**config.mk**
```make
export PLATFORM = sky130hd
export DESIGN_NAME = addr_sequencer
export DESIGN_NICKNAME = d
export VERILOG_FILES = /design/src/rtl/v6502_pkg.sv /design/src/rtl/addr_index_add.sv /design/src/rtl/addr_sequencer.sv
export SDC_FILE = /design/constraint.sdc
export NUM_CORES = 1
export LEC_CHECK = 0
export CORE_MARGIN = 10
export CORE_UTILIZATION = 50
export DETAILED_ROUTE_END_ITERATION = 10
export HOLD_SLACK_MARGIN = 0.05
export PLACE_DENSITY = 0.8
export SLEW_MARGIN = 20
export SYNTH_ARGS = -nofsm -noshare
export SYNTH_HDL_FRONTEND = slang
export SYNTH_HIERARCHICAL = 1
export SYNTH_SLANG_ARGS = --single-unit
```
**constraint.sdc**
```tcl
create_clock -name clk -period 3.8 [get_ports clk]
set_clock_uncertainty 0.05 [all_clocks]
set_input_delay 0.76 -clock clk [delete_from_list [all_inputs] [get_ports clk]]
set_output_delay 0.76 -clock clk [all_outputs]
set_load 0.05 [all_outputs]
```
**src/rtl/v6502_pkg.sv**
```systemverilog
`default_nettype none
// +--------------------------------------------------------------------+
// | v6502_pkg : shared addressing-mode bits, sequencer states, widths  |
// | Rev 1.0                                                            |
// +--------------------------------------------------------------------+
package v6502_pkg;

  localparam int ADDR_W = 16;
  localparam int DATA_W = 8;

  localparam int AM_X   = 6;
  localparam int AM_Y   = 5;
  localparam int AM_ACC = 4;
  localparam int AM_IMM = 3;
  localparam int AM_ZP  = 2;
  localparam int AM_ABS = 1;
  localparam int AM_IND = 0;

  typedef enum logic [2:0] {
    IDLE   = 3'd0,
    OP_LO  = 3'd1,
    OP_HI  = 3'd2,
    PTR_LO = 3'd3,
    PTR_HI = 3'd4,
    INDEX  = 3'd5,
    FIXUP  = 3'd6,
    DONE   = 3'd7
  } addr_seq_state_t;

  // Exactly the ten encodings the core issues; everything else is rejected.
  function automatic logic am_legal(input logic [6:0] m);
    case (m)
      7'b0010000, 7'b0001000, 7'b0000100, 7'b1000100, 7'b0100100,
      7'b0000010, 7'b1000010, 7'b0100010, 7'b1000101, 7'b0100101: am_legal = 1'b1;
      default: am_legal = 1'b0;
    endcase
  endfunction

endpackage
`default_nettype wire

```
**src/rtl/addr_index_add.sv**
```systemverilog
`default_nettype none
// +--------------------------------------------------------------------+
// | addr_index_add : 6502 index adder, 8-bit zero-page or 16-bit wrap   |
// | Rev 1.0                                                            |
// +--------------------------------------------------------------------+
module addr_index_add
  import v6502_pkg::*;
(
  input  logic [ADDR_W-1:0] base,
  input  logic [DATA_W-1:0] index,
  input  logic              zp_wrap,
  output logic [ADDR_W-1:0] sum,
  output logic              page_cross
);

  logic [DATA_W:0]   lo_sum;
  logic [DATA_W-1:0] hi_sum;

  always_comb begin
    lo_sum = {1'b0, base[DATA_W-1:0]} + {1'b0, index};
    hi_sum = base[ADDR_W-1:DATA_W] + {{(DATA_W-1){1'b0}}, lo_sum[DATA_W]};
    if (zp_wrap) begin
      sum        = {{(ADDR_W-DATA_W){1'b0}}, lo_sum[DATA_W-1:0]};
      page_cross = 1'b0;
    end else begin
      sum        = {hi_sum, lo_sum[DATA_W-1:0]};
      page_cross = lo_sum[DATA_W];
    end
  end

endmodule
`default_nettype wire

```
**src/rtl/addr_sequencer.sv**
```systemverilog
`default_nettype none
// +--------------------------------------------------------------------+
// | addr_sequencer : multi-cycle effective-address sequencer for v6502  |
// | Option macro ADDR_SEQ_CYCLE_EXACT_EN adds INDEX/FIXUP cycles. Rev 1.0 |
// +--------------------------------------------------------------------+
module addr_sequencer
  import v6502_pkg::*;
(
  input  logic              clk,
  input  logic              rst_n,
  input  logic              start,
  input  logic [6:0]        mode,
  input  logic [ADDR_W-1:0] pc,
  input  logic [DATA_W-1:0] reg_x,
  input  logic [DATA_W-1:0] reg_y,
  output logic              mem_req,
  output logic [ADDR_W-1:0] mem_addr,
  input  logic              mem_ack,
  input  logic [DATA_W-1:0] mem_rdata,
  output logic              busy,
  output logic              done,
  output logic [ADDR_W-1:0] ea,
  output logic [DATA_W-1:0] operand,
  output logic              ea_is_acc,
  output logic [1:0]        pc_inc,
  output logic              err
);

`ifdef ADDR_SEQ_CYCLE_EXACT_EN
  localparam bit CYCLE_EXACT = 1'b1;
`else
  localparam bit CYCLE_EXACT = 1'b0;
`endif

  addr_seq_state_t   state, state_d;
  logic [6:0]        mode_r, am;
  logic [DATA_W-1:0] x_r, y_r, lo_r, ptr_r, ptr_d, add_idx, res_operand;
  logic [ADDR_W-1:0] pc_r, addr_r, add_base, add_sum, res_ea;
  logic              legal, zp_index, add_zp, add_cross;

  // In IDLE the request is decoded straight from the inputs so ACC/illegal skip the bus.
  assign am       = (state == IDLE) ? mode : mode_r;
  assign legal    = am_legal(am);
  assign zp_index = am[AM_X] | (am[AM_Y] & ~am[AM_IND]);
  assign add_idx  = am[AM_X] ? x_r : (am[AM_Y] ? y_r : '0);
  assign add_zp   = (state == OP_LO) || (state == INDEX);

  always_comb begin
    case (state)
      OP_LO:   add_base = {8'h00, mem_rdata};
      INDEX:   add_base = {8'h00, lo_r};
      default: add_base = {mem_rdata, lo_r};
    endcase
  end

  addr_index_add u_index_add (
    .base       (add_base),
    .index      (add_idx),
    .zp_wrap    (add_zp),
    .sum        (add_sum),
    .page_cross (add_cross)
  );

  always_ff @(posedge clk or negedge rst_n) begin
    if (!rst_n) state <= IDLE;
    else        state <= state_d;
  end

  always_comb begin
    state_d     = state;
    res_ea      = '0;
    res_operand = '0;
    ptr_d       = ptr_r;
    case (state)
      IDLE: if (start) state_d = (!legal || am[AM_ACC]) ? DONE : OP_LO;
      OP_LO: if (mem_ack) begin
        ptr_d = mem_rdata;
        if (am[AM_IMM]) begin
          res_ea      = pc_r;
          res_operand = mem_rdata;
          state_d     = DONE;
        end else if (am[AM_ABS]) begin
          state_d = OP_HI;
        end else if (CYCLE_EXACT && zp_index) begin
          state_d = INDEX;
        end else if (am[AM_IND]) begin
          if (am[AM_X]) ptr_d = add_sum[DATA_W-1:0];
          state_d = PTR_LO;
        end else begin
          res_ea  = add_sum;
          state_d = DONE;
        end
      end
      INDEX: begin
        if (am[AM_IND]) begin
          ptr_d   = add_sum[DATA_W-1:0];
          state_d = PTR_LO;
        end else begin
          res_ea  = add_sum;
          state_d = DONE;
        end
      end
      OP_HI: if (mem_ack) begin
        res_ea  = add_sum;
        state_d = (CYCLE_EXACT && add_cross) ? FIXUP : DONE;
      end
      PTR_LO: if (mem_ack) state_d = PTR_HI;
      PTR_HI: if (mem_ack) begin
        res_ea  = am[AM_Y] ? add_sum : {mem_rdata, lo_r};
        state_d = (CYCLE_EXACT && am[AM_Y] && add_cross) ? FIXUP : DONE;
      end
      FIXUP: begin
        res_ea  = addr_r;
        state_d = DONE;
      end
      DONE:    state_d = IDLE;
      default: state_d = IDLE;
    endcase
  end

  always_ff @(posedge clk or negedge rst_n) begin
    if (!rst_n) begin
      mode_r    <= '0;
      x_r       <= '0;
      y_r       <= '0;
      pc_r      <= '0;
      lo_r      <= '0;
      ptr_r     <= '0;
      addr_r    <= '0;
      ea        <= '0;
      operand   <= '0;
      ea_is_acc <= 1'b0;
      pc_inc    <= 2'd0;
      err       <= 1'b0;
    end else begin
      if (state == IDLE && start) begin
        mode_r <= mode;
        x_r    <= reg_x;
        y_r    <= reg_y;
        pc_r   <= pc;
      end
      if ((state == OP_LO || state == PTR_LO) && mem_ack) lo_r <= mem_rdata;
      if ((state == OP_HI || state == PTR_HI) && mem_ack) addr_r <= add_sum;
      ptr_r <= ptr_d;
      // Results change only when a sequence completes, so they hold between requests.
      if (state != DONE && state_d == DONE) begin
        ea        <= res_ea;
        operand   <= res_operand;
        ea_is_acc <= legal & am[AM_ACC];
        pc_inc    <= (!legal || am[AM_ACC]) ? 2'd0 : (am[AM_ABS] ? 2'd2 : 2'd1);
        err       <= ~legal;
      end
    end
  end

  always_comb begin
    case (state)
      OP_LO:   mem_addr = pc_r;
      OP_HI:   mem_addr = pc_r + 16'd1;
      PTR_LO:  mem_addr = {8'h00, ptr_r};
      PTR_HI:  mem_addr = {8'h00, ptr_r + 8'd1};
      default: mem_addr = '0;
    endcase
  end

  assign mem_req = (state == OP_LO) || (state == OP_HI) || (state == PTR_LO) || (state == PTR_HI);
  assign busy    = (state != IDLE);
  assign done    = (state == DONE);

endmodule
`default_nettype wire

```
==> flow_metrics.py, run 1 <==
metrics = {
    "placement": {
        "postPlaceCellArea_mm2": 0.00778,
        "place.gp.congestion": 0.894,
        "io_buffers": 97,
        "dp_hpwl_um": 14500,
        "place_ws_ns": -0.605,
    },
    "pwr": {
        "ir_drop_mv": 0.575,
        "p_per_area_mw_per_mm2": 1080,
        "p_leak_nw": 3.43,
        "total_power_mw": 8.91,
    },
    "cells_and_area": {
        "syn_to_final_growth_pct": 31.0,
        "final_common_cell": "dfrtp_1",
        "regArea_mm2": 0.00255,
        "final_util": 0.678,
        "multi_input_area_mm2": 0.00356,
        "fillers": 925,
        "final_area_mm2": 0.00827,
        "mostFrequentLayoutCells": "dfrtp_1, clkdlybuf4s50_1, mux2_2",
        "num_antenna_cells": 0,
        "nets": 802,
        "drive_gt1_frac": 0.244,
    },
    "clock_network": {
        "clkLatencyLatePin_ns": 0.36,
        "cts_hold_buf": 0,
        "cts_tree": "done",
        "h-tree-depth": 3,
        "cts.sinks": 102,
        "cts_root_buf": "clkbuf_16",
        "clk_pin_slew_worst_paths_ns": 0.07,
        "cts_buffers": 9,
        "clk_path_buf_depth": 2,
    },
    "job": {
        "drv_cap": 0,
    },
    "synthesis": {
        "yosys_warnings": 6,
        "syn_nets": 687,
        "synthCells": 623,
        "syn_area_per_cell_um2": 10.1,
        "syn-cell-area_mm2": 0.00631,
    },
    "detailed_routing": {
        "via_per_inst": 6.39,
        "firstDrtPassIters": 8,
        "wl_per_cell_um": 21.9,
        "totalWireLength_um": 20000,
        "route.detailed.drc": 0,
        "ant_nets": 0,
        "vias": 5821,
        "drt_iter0_drc": 827,
    },
    "timing": {
        "relSlewSlack": 0.438,
        "timing.final.crit_share": 1.03,
        "slew_violations": 0,
        "max_slew.worst_pin.slew_ns": 0.844,
        "min_period_ns": 3.90,
        "rsz0062_at_grt": "true",
        "setup_ws_ns": -0.0968,
        "finalSetupViolations": 3,
        "final.setup.tns_ns": -0.183,
        "max_freq_mhz": 257,
        "hold_viol": 0,
    },
    "hold_path": {
        "hp-class": "input pin to async pin",
    },
    "global_routing": {
        "grt_max_degree": 92,
        "grt_pass1_wl_um": 31800,
        "grt_pass1_vias": 5973,
        "antenna_found_initial": 0,
        "grt_use_total": 0.222,
        "grt_remaining_overflow": 0,
    },
    "floorplanning": {
        "dieHeight_um": 132,
        "die_w_um": 132,
        "start_util": 0.517,
        "io_pins": 98,
        "rows": 40,
        "dieArea_mm2": 0.0175,
        "core-area_mm2": 0.0122,
    },
    "worst_setup_path": {
        "critPathLaunchType": "flip-flop",
        "crit_fanout": 4,
        "end_kind": "flip-flop",
        "crit_type": "flip-flop to flip-flop",
        "crit_arrival_ns": 4.06,
        "required_ns": 3.96,
        "rr_worst_depth": 16,
    },
    "outcome": {
        "status": "complete, but fails checks",
        "violations": "setup timing",
    },
}
[per-stage QoR]
| stage | hold slack, ns | instances |
|---|---|---|
| after global routing | 0.461 | 911 |
| after CTS | 0.444 | 909 |
| final | 0.440 | 911 |
| after global placement | 0.419 | 888 |
| after floorplan | 0.409 | 623 |
| after detailed placement | 0.429 | 888 |
[layout make-up]
cell class | count | share of cell area
timing repair buffer | 151 | 0.185
inverter | 10 | 0.00484
tap | 168 | 0.0254
multi-input combinational | 464 | 0.430
clock buffer | 11 | 0.0305
clock inverter | 5 | 0.0156
sequential | 102 | 0.309
[layer usage]
layer | track usage | wire, um
met4 | 0.109 | 786
met2 | 0.368 | 9680
met1 | 0.267 | 7730
met5 | 0 | 0
met3 | 0.0476 | 1790
[where the power goes]
part           internal [mW]  leakage, nW  switching (mW)
Clock                  0.748        0.186           0.419
Sequential              1.60         1.25           0.607
Combinational           2.43         1.99            3.12
[registers in the layout, indices dropped and copies added, names as in the netlist]
signal and cells:
pc_inc 2, err 1, addr_r 16, operand 8, ea 16, mode_r 7
lo_r 8, ea_is_acc 1, state 3, x_r 8, ptr_r 8, y_r 8
pc_r 16
[final timing paths]
path | slack [ns] | to | start
max reg2reg | -0.1 | ea[11] | state[1]
min reg2reg | 0.45 | addr_r[9] | addr_r[9]
min in group clk | 0.45 | addr_r[9] | addr_r[9]
max | -0.1 | ea[11] | state[1]
min | 0.44 | operand[2] | rst_n
max in group asynchronous | 2.62 | x_r[0] | rst_n
[what timing repair did]
item | in CTS | in global routing
endpoints found under the setup margin | 6 | 7
resized for setup | 9 | 4
buffers inserted | 5 | 2
pin swaps | 8 | 3
[worst max-delay path, stage by stage (launching register included)]
cell and delay, ns:
dfrtp_2 0.43, nor3_4 0.32, mux2_4 0.39, buf_4 0.15, buf_4 0.12, a22o_1 0.23
ha_1 0.30, a21o_1 0.19, a221oi_2 0.27, o21ai_1 0.11, ha_2 0.20, nand3_2 0.06
xor2_1 0.16, nor2_1 0.08, a22o_1 0.21, a222oi_1 0.31, o211ai_1 0.17
(Power assumes the default switching activity.)
==> run 2: changes to the inputs <==
--- a/config.mk
+++ b/config.mk
@@ -10,7 +10,6 @@
 export DETAILED_ROUTE_END_ITERATION = 10
 export HOLD_SLACK_MARGIN = 0.05
 export PLACE_DENSITY = 0.8
-export SLEW_MARGIN = 20
 export SYNTH_ARGS = -nofsm -noshare
 export SYNTH_HDL_FRONTEND = slang
 export SYNTH_HIERARCHICAL = 1
==> run 2 against run 1 <==
The flow still finishes with violations (setup timing). Sequential power about the same. Via count up 1.1%. Largest power group unchanged. Die area unchanged.
==> flow_metrics.py, run 2 (synthesized netlist as in run 1, its figures left out) <==
metrics = {
    "outcome": {
        "status": "complete, but fails checks",
        "violations": "setup timing",
    },
    "clock_network": {
        "cts_root_buf": "clkbuf_16",
        "cts_hold_buf": 0,
        "cts.sinks": 102,
        "h-tree-depth": 3,
        "clkLatencyLatePin_ns": 0.36,
        "clk_path_buf_depth": 2,
        "clk_pin_slew_worst_paths_ns": 0.07,
        "cts_tree": "done",
        "cts_buffers": 9,
    },
    "timing": {
        "timing.hold.ws_ns": 0.445,
        "max_slew.worst_pin.slew_ns": 1.16,
        "finalSetupViolations": 3,
        "rsz0062_at_grt": "true",
        "max_freq_mhz": 254,
        "hold_viol": 0,
        "setup_ws_ns": -0.141,
        "slew_violations": 0,
        "timing.final.crit_share": 1.04,
        "relSlewSlack": 0.229,
        "min_period_ns": 3.94,
    },
    "job": {
        "drv_cap": 0,
    },
    "floorplanning": {
        "dieArea_mm2": 0.0175,
        "start_util": 0.517,
        "rows": 40,
        "core-area_mm2": 0.0122,
        "die_w_um": 132,
        "dieHeight_um": 132,
        "io_pins": 98,
    },
    "cells_and_area": {
        "num_antenna_cells": 0,
        "drive_gt1_frac": 0.244,
        "reg_top3": "addr_r (16), ea (16), pc_r (16)",
        "fillers": 926,
        "syn_to_final_growth_pct": 31.0,
        "nets": 802,
        "final_common_cell": "dfrtp_1",
        "mostFrequentLayoutCells": "dfrtp_1, clkdlybuf4s50_1, mux2_2",
        "fin_cells": 911,
    },
    "placement": {
        "dp.cells": 888,
        "io_buffers": 97,
        "place.gp.congestion": 0.894,
        "dp_hpwl_um": 14500,
    },
    "detailed_routing": {
        "vias": 5886,
        "ant_nets": 0,
        "route.detailed.drc": 0,
        "wl_per_cell_um": 21.9,
        "totalWireLength_um": 19900,
        "drt_iter0_drc": 851,
        "via_per_inst": 6.46,
        "firstDrtPassIters": 8,
    },
    "global_routing": {
        "grt_use_met3": 0.0476,
        "grt_max_degree": 92,
        "grt_use_total": 0.222,
        "grt-busiest-layer": "met2",
        "grt_remaining_overflow": 0,
        "met2_usage": 0.368,
        "antenna_found_initial": 0,
        "grt_pass1_vias": 5973,
        "grt_pass1_wl_um": 31800,
        "met1_usage": 0.267,
    },
    "pwr": {
        "p_leak_nw": 3.43,
        "p_per_area_mw_per_mm2": 1080,
        "ir_drop_mv": 0.571,
    },
    "worst_setup_path": {
        "required_ns": 3.96,
        "startpoint": "state[1]",
        "critPathLaunchType": "flip-flop",
        "end_kind": "flip-flop",
        "crit_type": "flip-flop to flip-flop",
        "crit_arrival_ns": 4.10,
        "reg2reg_from": "state[1]",
        "crit_fanout": 4,
    },
    "hold_path": {
        "worstHoldStart": "addr_r[9]",
        "hp-class": "flip-flop to flip-flop",
    },
}
-- run 2: repair_timing --
item,in CTS,in global routing
buffers inserted,5,2
resized for setup,9,4
setup endpoints to repair,6,7
pin swaps,8,3
-- run 2: worst max-delay path, stage by stage, from the launching register on --
cell      delay (ns)
dfrtp_2         0.43
nor3_4          0.32
mux2_4          0.39
buf_4           0.15
buf_4           0.12
a22o_1          0.23
ha_1            0.30
a21o_1          0.19
a221oi_2        0.28
o21ai_1         0.11
ha_2            0.20
nand3_2         0.06
xor2_1          0.16
nor2_1          0.08
a22o_1          0.21
a222oi_1        0.33
o211ai_1        0.17
-- run 2: final timing paths --
kind | end | slack, ns | depth (start not counted)
worst max-delay path | ea[11] | -0.14 | 16
worst min-delay path | addr_r[9] | 0.45 | 1
worst max register to register | ea[11] | -0.14 | 16
worst min register to register | addr_r[9] | 0.45 | 1
max in group asynchronous | state[1] | 2.33 | 1
min in group asynchronous | operand[2] | 0.57 | 1
-- run 2: through the flow --
step                TNS, ns  instance area, um^2   util  setup WS [ns]  power [mW]
finish               -0.246                 8270  0.677         -0.141        8.91
global route         -0.575                 8270  0.677         -0.189        9.36
CTS                 -0.0956                 8240  0.674        -0.0615        8.77
detailed placement    -5.31                 7780  0.638         -0.605        7.49
global placement      -2.75                 7780  0.638         -0.396        7.27
floorplan                 0                 6340      -         0.0220        5.56
-- run 2: area by class of cell --
class,instances,area [um^2],share of cell area
well taps,168,210,0.0254
clock buffers,11,253,0.0306
repair buffers,151,1520,0.184
clock inverters,5,129,0.0156
multi-input cells,464,3560,0.430
flip-flops and latches,102,2550,0.309
inverters,10,40.0,0.00484
-- run 2: routing by layer --
layer,up-vias,routed length (um)
met3,71,1890
met5,-,0
met2,385,9610
met1,2869,7630
met4,0,790
li1,2561,-
-- run 2: where the power goes --
group | internal (mW) | switching, mW
sequential | 1.60 | 0.608
combinational | 2.43 | 3.12
clock | 0.748 | 0.419
